File: src/rtl/tdc_avg_readout_if.sv
// Handshake/data bundle between the TDC averaging readout and its consumer.
// The slave modport is the readout's view; master is the wrapper/consumer side.
interface tdc_avg_readout_if #(
  parameter int N_DELAY  = 128,
  parameter int AVG_LOG2 = 3,
  parameter int CODE_W   = $clog2(N_DELAY + 1)
);
  logic [N_DELAY-1:0]         i_therm;
  logic                       i_arm;
  logic                       i_ready;
  logic                       o_busy;
  logic                       o_valid;
  logic [CODE_W+AVG_LOG2-1:0] o_sum;
  logic [CODE_W-1:0]          o_mean;
  logic [CODE_W-1:0]          o_code;
  logic                       o_ovf;
  logic [CODE_W-1:0]          o_min;
  logic [CODE_W-1:0]          o_max;

  modport master (
    output i_therm, i_arm, i_ready,
    input  o_busy, o_valid, o_sum, o_mean, o_code, o_ovf, o_min, o_max
  );

  modport slave (
    input  i_therm, i_arm, i_ready,
    output o_busy, o_valid, o_sum, o_mean, o_code, o_ovf, o_min, o_max
  );
endinterface

File: src/rtl/tdc_avg_readout.sv
// Delay-line TDC back-end: thermometer register, popcount code, 2^AVG_LOG2-sample averaging.
// Optional feature macro: TDC_MINMAX_EN (per-measurement min/max of the tagged codes).
module tdc_avg_readout #(
  parameter int N_DELAY  = 128,
  parameter int AVG_LOG2 = 3
) (
  input logic               clk,
  input logic               rst,
  tdc_avg_readout_if.slave  bus
);
  localparam int CODE_W = $clog2(N_DELAY + 1);
  localparam int SUM_W  = CODE_W + AVG_LOG2;
  localparam int CNT_W  = AVG_LOG2 + 1;
  localparam logic [CNT_W-1:0]  N_AVG    = CNT_W'(2 ** AVG_LOG2);
  localparam logic [CNT_W-1:0]  LAST_ACC = N_AVG - 1'b1;
  localparam logic [CODE_W-1:0] FULL_CODE = CODE_W'(N_DELAY);

  typedef enum logic [1:0] {IDLE, ACQ, DONE} state_e;

  state_e             state_q, state_d;
  logic [N_DELAY-1:0] s1Therm_q;
  logic               s1Tag_q;
  logic [CODE_W-1:0]  s2Code_q;
  logic               s2Tag_q;
  logic [CODE_W-1:0]  popCnt;
  logic [CNT_W-1:0]   capCnt_q;
  logic [CNT_W-1:0]   accCnt_q;
  logic [SUM_W-1:0]   sum_q;
  logic               ovf_q;
  logic               startAcq;
  logic               capTag;
  logic               accEn;
  logic               lastAcc;

  // Popcount rather than edge search so bubbles in the thermometer cost no accuracy.
  always_comb begin
    popCnt = '0;
    for (int i = 0; i < N_DELAY; i++) begin
      popCnt = popCnt + CODE_W'(s1Therm_q[i]);
    end
  end

  always_comb begin
    state_d  = state_q;
    startAcq = 1'b0;
    capTag   = (state_q == ACQ) && (capCnt_q < N_AVG);
    accEn    = (state_q == ACQ) && s2Tag_q;
    lastAcc  = accEn && (accCnt_q == LAST_ACC);
    case (state_q)
      IDLE: begin
        if (bus.i_arm) begin
          state_d  = ACQ;
          startAcq = 1'b1;
        end
      end
      ACQ: begin
        if (lastAcc) state_d = DONE;
      end
      DONE: begin
        if (bus.i_ready) begin
          if (bus.i_arm) begin
            state_d  = ACQ;
            startAcq = 1'b1;
          end else begin
            state_d = IDLE;
          end
        end
      end
      default: state_d = IDLE;
    endcase
  end

  always_ff @(posedge clk) begin
    if (rst) state_q <= IDLE;
    else     state_q <= state_d;
  end

  // The tag rides alongside the sample so only in-window captures are accumulated.
  always_ff @(posedge clk) begin
    if (rst) begin
      s1Therm_q <= '0;
      s1Tag_q   <= 1'b0;
      s2Code_q  <= '0;
      s2Tag_q   <= 1'b0;
    end else begin
      s1Therm_q <= bus.i_therm;
      s1Tag_q   <= capTag;
      s2Code_q  <= popCnt;
      s2Tag_q   <= s1Tag_q;
    end
  end

  always_ff @(posedge clk) begin
    if (rst) begin
      capCnt_q <= '0;
      accCnt_q <= '0;
      sum_q    <= '0;
      ovf_q    <= 1'b0;
    end else if (startAcq) begin
      capCnt_q <= '0;
      accCnt_q <= '0;
      sum_q    <= '0;
      ovf_q    <= 1'b0;
    end else begin
      if (capTag) capCnt_q <= capCnt_q + 1'b1;
      if (accEn) begin
        accCnt_q <= accCnt_q + 1'b1;
        sum_q    <= sum_q + SUM_W'(s2Code_q);
        ovf_q    <= ovf_q | (s2Code_q == FULL_CODE);
      end
    end
  end

`ifdef TDC_MINMAX_EN
  logic [CODE_W-1:0] min_q;
  logic [CODE_W-1:0] max_q;

  always_ff @(posedge clk) begin
    if (rst) begin
      min_q <= '0;
      max_q <= '0;
    end else if (startAcq) begin
      min_q <= '1;
      max_q <= '0;
    end else if (accEn) begin
      if (s2Code_q < min_q) min_q <= s2Code_q;
      if (s2Code_q > max_q) max_q <= s2Code_q;
    end
  end

  assign bus.o_min = min_q;
  assign bus.o_max = max_q;
`else
  assign bus.o_min = '0;
  assign bus.o_max = '0;
`endif

  assign bus.o_busy  = (state_q == ACQ);
  assign bus.o_valid = (state_q == DONE);
  assign bus.o_sum   = sum_q;
  assign bus.o_mean  = sum_q[AVG_LOG2 +: CODE_W];
  assign bus.o_code  = s2Code_q;
  assign bus.o_ovf   = ovf_q;
endmodule
File: src/flat_wrapper.sv
// flat-port wrapper written by rule: the top's interface ports become plain ports
module tdc_avg_readout_flat 
#(
  parameter int N_DELAY  = 128,
  parameter int AVG_LOG2 = 3
)
  (clk, rst, bus_i_therm, bus_i_arm, bus_i_ready, bus_o_busy, bus_o_valid, bus_o_sum, bus_o_mean, bus_o_code, bus_o_ovf, bus_o_min, bus_o_max);
  tdc_avg_readout_if #(.N_DELAY(N_DELAY), .AVG_LOG2(AVG_LOG2)) bus_i ();
  input logic clk;
  input logic rst;
  input wire logic [$bits(bus_i.i_therm)-1:0] bus_i_therm;
  input wire logic [$bits(bus_i.i_arm)-1:0] bus_i_arm;
  input wire logic [$bits(bus_i.i_ready)-1:0] bus_i_ready;
  output wire logic [$bits(bus_i.o_busy)-1:0] bus_o_busy;
  output wire logic [$bits(bus_i.o_valid)-1:0] bus_o_valid;
  output wire logic [$bits(bus_i.o_sum)-1:0] bus_o_sum;
  output wire logic [$bits(bus_i.o_mean)-1:0] bus_o_mean;
  output wire logic [$bits(bus_i.o_code)-1:0] bus_o_code;
  output wire logic [$bits(bus_i.o_ovf)-1:0] bus_o_ovf;
  output wire logic [$bits(bus_i.o_min)-1:0] bus_o_min;
  output wire logic [$bits(bus_i.o_max)-1:0] bus_o_max;
  assign bus_i.i_therm = bus_i_therm;
  assign bus_i.i_arm = bus_i_arm;
  assign bus_i.i_ready = bus_i_ready;
  assign bus_o_busy = bus_i.o_busy;
  assign bus_o_valid = bus_i.o_valid;
  assign bus_o_sum = bus_i.o_sum;
  assign bus_o_mean = bus_i.o_mean;
  assign bus_o_code = bus_i.o_code;
  assign bus_o_ovf = bus_i.o_ovf;
  assign bus_o_min = bus_i.o_min;
  assign bus_o_max = bus_i.o_max;
  tdc_avg_readout #(.N_DELAY(N_DELAY), .AVG_LOG2(AVG_LOG2)) u_core (.clk(clk), .rst(rst), .bus(bus_i));
endmodule
File: config.mk
export PLATFORM = sky130hd
export DESIGN_NAME = tdc_avg_readout_flat
export DESIGN_NICKNAME = d
export VERILOG_FILES = /design/src/rtl/tdc_avg_readout_if.sv /design/src/rtl/tdc_avg_readout.sv /design/src/flat_wrapper.sv
export SDC_FILE = /design/constraint.sdc
export NUM_CORES = 1
export LEC_CHECK = 0
export CORE_UTILIZATION = 47
export CTS_CLUSTER_DIAMETER = 150
export DETAILED_ROUTE_END_ITERATION = 7
export HOLD_SLACK_MARGIN = 0.05
export PLACE_DENSITY = 0.77
export REMOVE_ABC_BUFFERS = 1
export SLEW_MARGIN = 20
export SYNTH_ARGS = -nofsm -noshare
export SYNTH_HDL_FRONTEND = slang
export SYNTH_SLANG_ARGS = --single-unit
File: constraint.sdc
create_clock -name clk -period 7.45 [get_ports clk]
set_input_delay 1.49 -clock clk [delete_from_list [all_inputs] [get_ports clk]]
set_output_delay 1.49 -clock clk [all_outputs]
set_load 0.02 [all_outputs]
==> results.json <==
{
  "status": "completed",
  "synth_mux_area_frac": 0.001163,
  "fp.coreArea_sq_um": 17960,
  "worst_setup_path_start_kind": "register",
  "worstMarginPinSlew_ps": 860.1,
  "finalWirelength_mm": 14.29,
  "final-hold-violation-count": 0,
  "endpoint_kind": "register",
  "cts_buffers": 17,
  "grt_pass1_wl_mm": 24.04,
  "async_flop_share": 0,
  "synthesis.area_sq_um": 8607,
  "synth_common_cells": "inv_1, dfxtp_1, nor2b_1",
  "yosysWarnings": 0,
  "setup_viol": 0,
  "via_per_inst": 4.342,
  "setup.worst_path.class": "register to register",
  "drive_gt1_frac": 0.04796,
  "cap_violations": 0,
  "final_nets": 1252,
  "ys_seq_area_frac": 0.3721,
  "placedCellCount": 1178,
  "die_h_um": 137.3,
  "synth_top_family_by_area": "adder cells",
  "die_area_sq_um": 18860,
  "synthTopCellsByArea": "dfxtp_1, fa_1, nor2b_1, inv_1, ha_1",
  "drtPass1Iterations": 4,
  "drtIter0Drc": 113,
  "portBuffers": 161,
  "ys_types": 52,
  "place.gp.congestion": 0.8109,
  "synth_area_leader_cell": "dfxtp_1",
  "grt_max_degree": 92,
  "period_minus_slack_ps": 7190,
  "synth-adder-area-share": 0.3221,
  "fin_crit_sh": 0.9650,
  "die_w_um": 137.3,
  "num_vias": 5250,
  "crit_arrival_ps": 7550,
  "ctsHoldBuffers": 0,
  "drc": 0,
  "ios": 178,
  "slowest_delay_ps": 540,
  "num_rows": 49,
  "yosysTopAreaCellShare": 0.3721,
  "hold_path_class": "register to register",
  "grt_antenna_before_repair": 0,
  "grt_pass1_vias": 5562,
  "yosys.cell_count.top_type": "inv_1",
  "cts_sinks": 160,
  "pre_cts_ws_ps": 124.6,
  "synth_xor_area_frac": 0.009158,
  "start_util": 0.4791,
  "worstPathCellList": "ha_1 -> inv_1 -> fa_1 -> inv_1 -> fa_1 -> fa_1 -> fa_1 -> fa_1 -> fa_1 -> fa_1 -> fa_1 -> inv_1 -> fa_1 -> fa_1 -> inv_1 -> fa_1 -> fa_2 -> a21o_1 -> a21oi_2 -> nor2b_1 -> nor4_1 -> a211o_1",
  "ys_ff_latch": 160,
  "timing.max_slew.rel_slack": 0.4266,
  "fillers": 1505,
  "path_clk_slew_ps": 60,
  "finClkSkew_ps": 6.391,
  "cts_buffer_depth": 2,
  "ant_nets": 0,
  "slew_violations": 0,
  "dpl_cell_area_sq_um": 10310,
  "yosys.area_share.simple": 0.1444,
  "stdcell_count": 1209,
  "synth.avg_cell_area_sq_um": 10.55,
  "cp_common_cell": "fa_1",
  "antennaDiodeCount": 0,
  "grt_usage": 0.1673,
  "crit_required_ps": 7810,
  "setup_slack_ps": 260.5,
  "syn_inst": 816,
  "finish.utilization": 0.6044,
  "synth_edf_count": 0,
  "syn2layout_area_growth_pct": 26.15,
  "slowest_stage": "fa_1",
  "wl_per_cell_um": 11.82,
  "crit_path_max_fanout": 3,
  "synth_compound_area_frac": 0.03474,
  "cts-root-buf": "clkbuf_16",
  "post_cts_buffers": 0,
  "cts_resized": 0,
  "fin_area_sq_um": 10860,
  "fmax_ghz": 0.1391,
  "overflow": 0,
  "cts_max_level": 4,
  "dp_hpwl_mm": 11.36,
  "cts_tree": "yes",
  "clkLatencyLatePin_ps": 420,
  "synth_ff_type": "dfxtp_1"
}
-- registers in the layout, indices dropped and copies added (netlist names) --
register           cells
u_core.accCnt_q        4
u_core.bus.o_code      8
u_core.s2Tag_q         1
u_core.capCnt_q        4
u_core.bus.o_sum      11
u_core.bus.o_ovf       1
u_core.s1Therm_q     128
u_core.state_q         2
u_core.s1Tag_q         1
-- final cells by class --
class	instances	area [sq um]	share of cell area
multi-input cells	431	4469	0.4116
repair buffers	163	1624	0.1496
clock inverters	9	58.81	0.005416
well taps	229	286.5	0.02639
inverters	195	732.0	0.06741
clock buffers	22	484.2	0.04460
flip-flops and latches	160	3203	0.2950
-- metal layers --
metal	up-vias	track usage	wire, um
li1	2647	-	-
met1	2458	0.1909	6045
met2	124	0.2999	7270
met3	21	0.03790	645
met4	0	0.07021	324
met5	-	0	0
-- stage by stage --
step                      hold WS [ps]  setup TNS (ps)
after floorplan                  413.8               0
after global routing             462.3          -4.228
after CTS                        440.5               0
final                            435.6               0
after detailed placement         426.6               0
after global placement           420.5               0
-- cells by family (layout without fill, tap and decap cells) --
kind of cell,count (synthesis),in the layout
buffers and inverters,240,389
AO/OA/AOI/OAI,44,44
AND/OR/NAND/NOR,209,209
multiplexers,1,1
flip-flops,160,160
adder cells (fa/ha/maj),152,152
XOR/XNOR,9,9
other,1,16
-- worst paths after layout --
path / start / endpoint / slack [ps] / depth (start not counted)
hold / removal: u_core.s1Tag_q / u_core.s2Tag_q / 440 / 1
setup / recovery: u_core.s1Therm_q[0] / u_core.bus.o_code[6] / 260 / 22
setup reg to reg: u_core.s1Therm_q[0] / u_core.bus.o_code[6] / 260 / 22
hold reg to reg: u_core.s1Tag_q / u_core.s2Tag_q / 440 / 1
-- worst max-delay path: cells and delay by family (launching register included) --
kind / cells / cell delay, ps
and+or+nand+nor: 2 / 310
buffers and inverters: 4 / 190
adders and majority gates: 13 / 5840
DFF: 1 / 310
AOI/OAI and AO/OA: 3 / 480
-- cell usage in the layout, fill, tap and decap left out, drive strengths merged, types with 2 or more instances in the layout --
master	instances
buf	3
a21oi	16
or3	4
nand3	4
nand2	19
dfxtp	160
nand2b	9
o31ai	2
conb	16
and3	2
o21ai	8
a31oi	3
clkinv	4
nor4	2
nor2	19
a211oi	2
ha	36
o21a	2
inv	196
xnor2	5
fa	116
clkbuf	22
nor3	6
clkdlybuf4s50	160
a21o	3
xor2	4
clkinvlp	4
nor2b	135
Power is not shown: default switching activity piles up to over one toggle a cycle in this logic, so the estimate is an artifact.
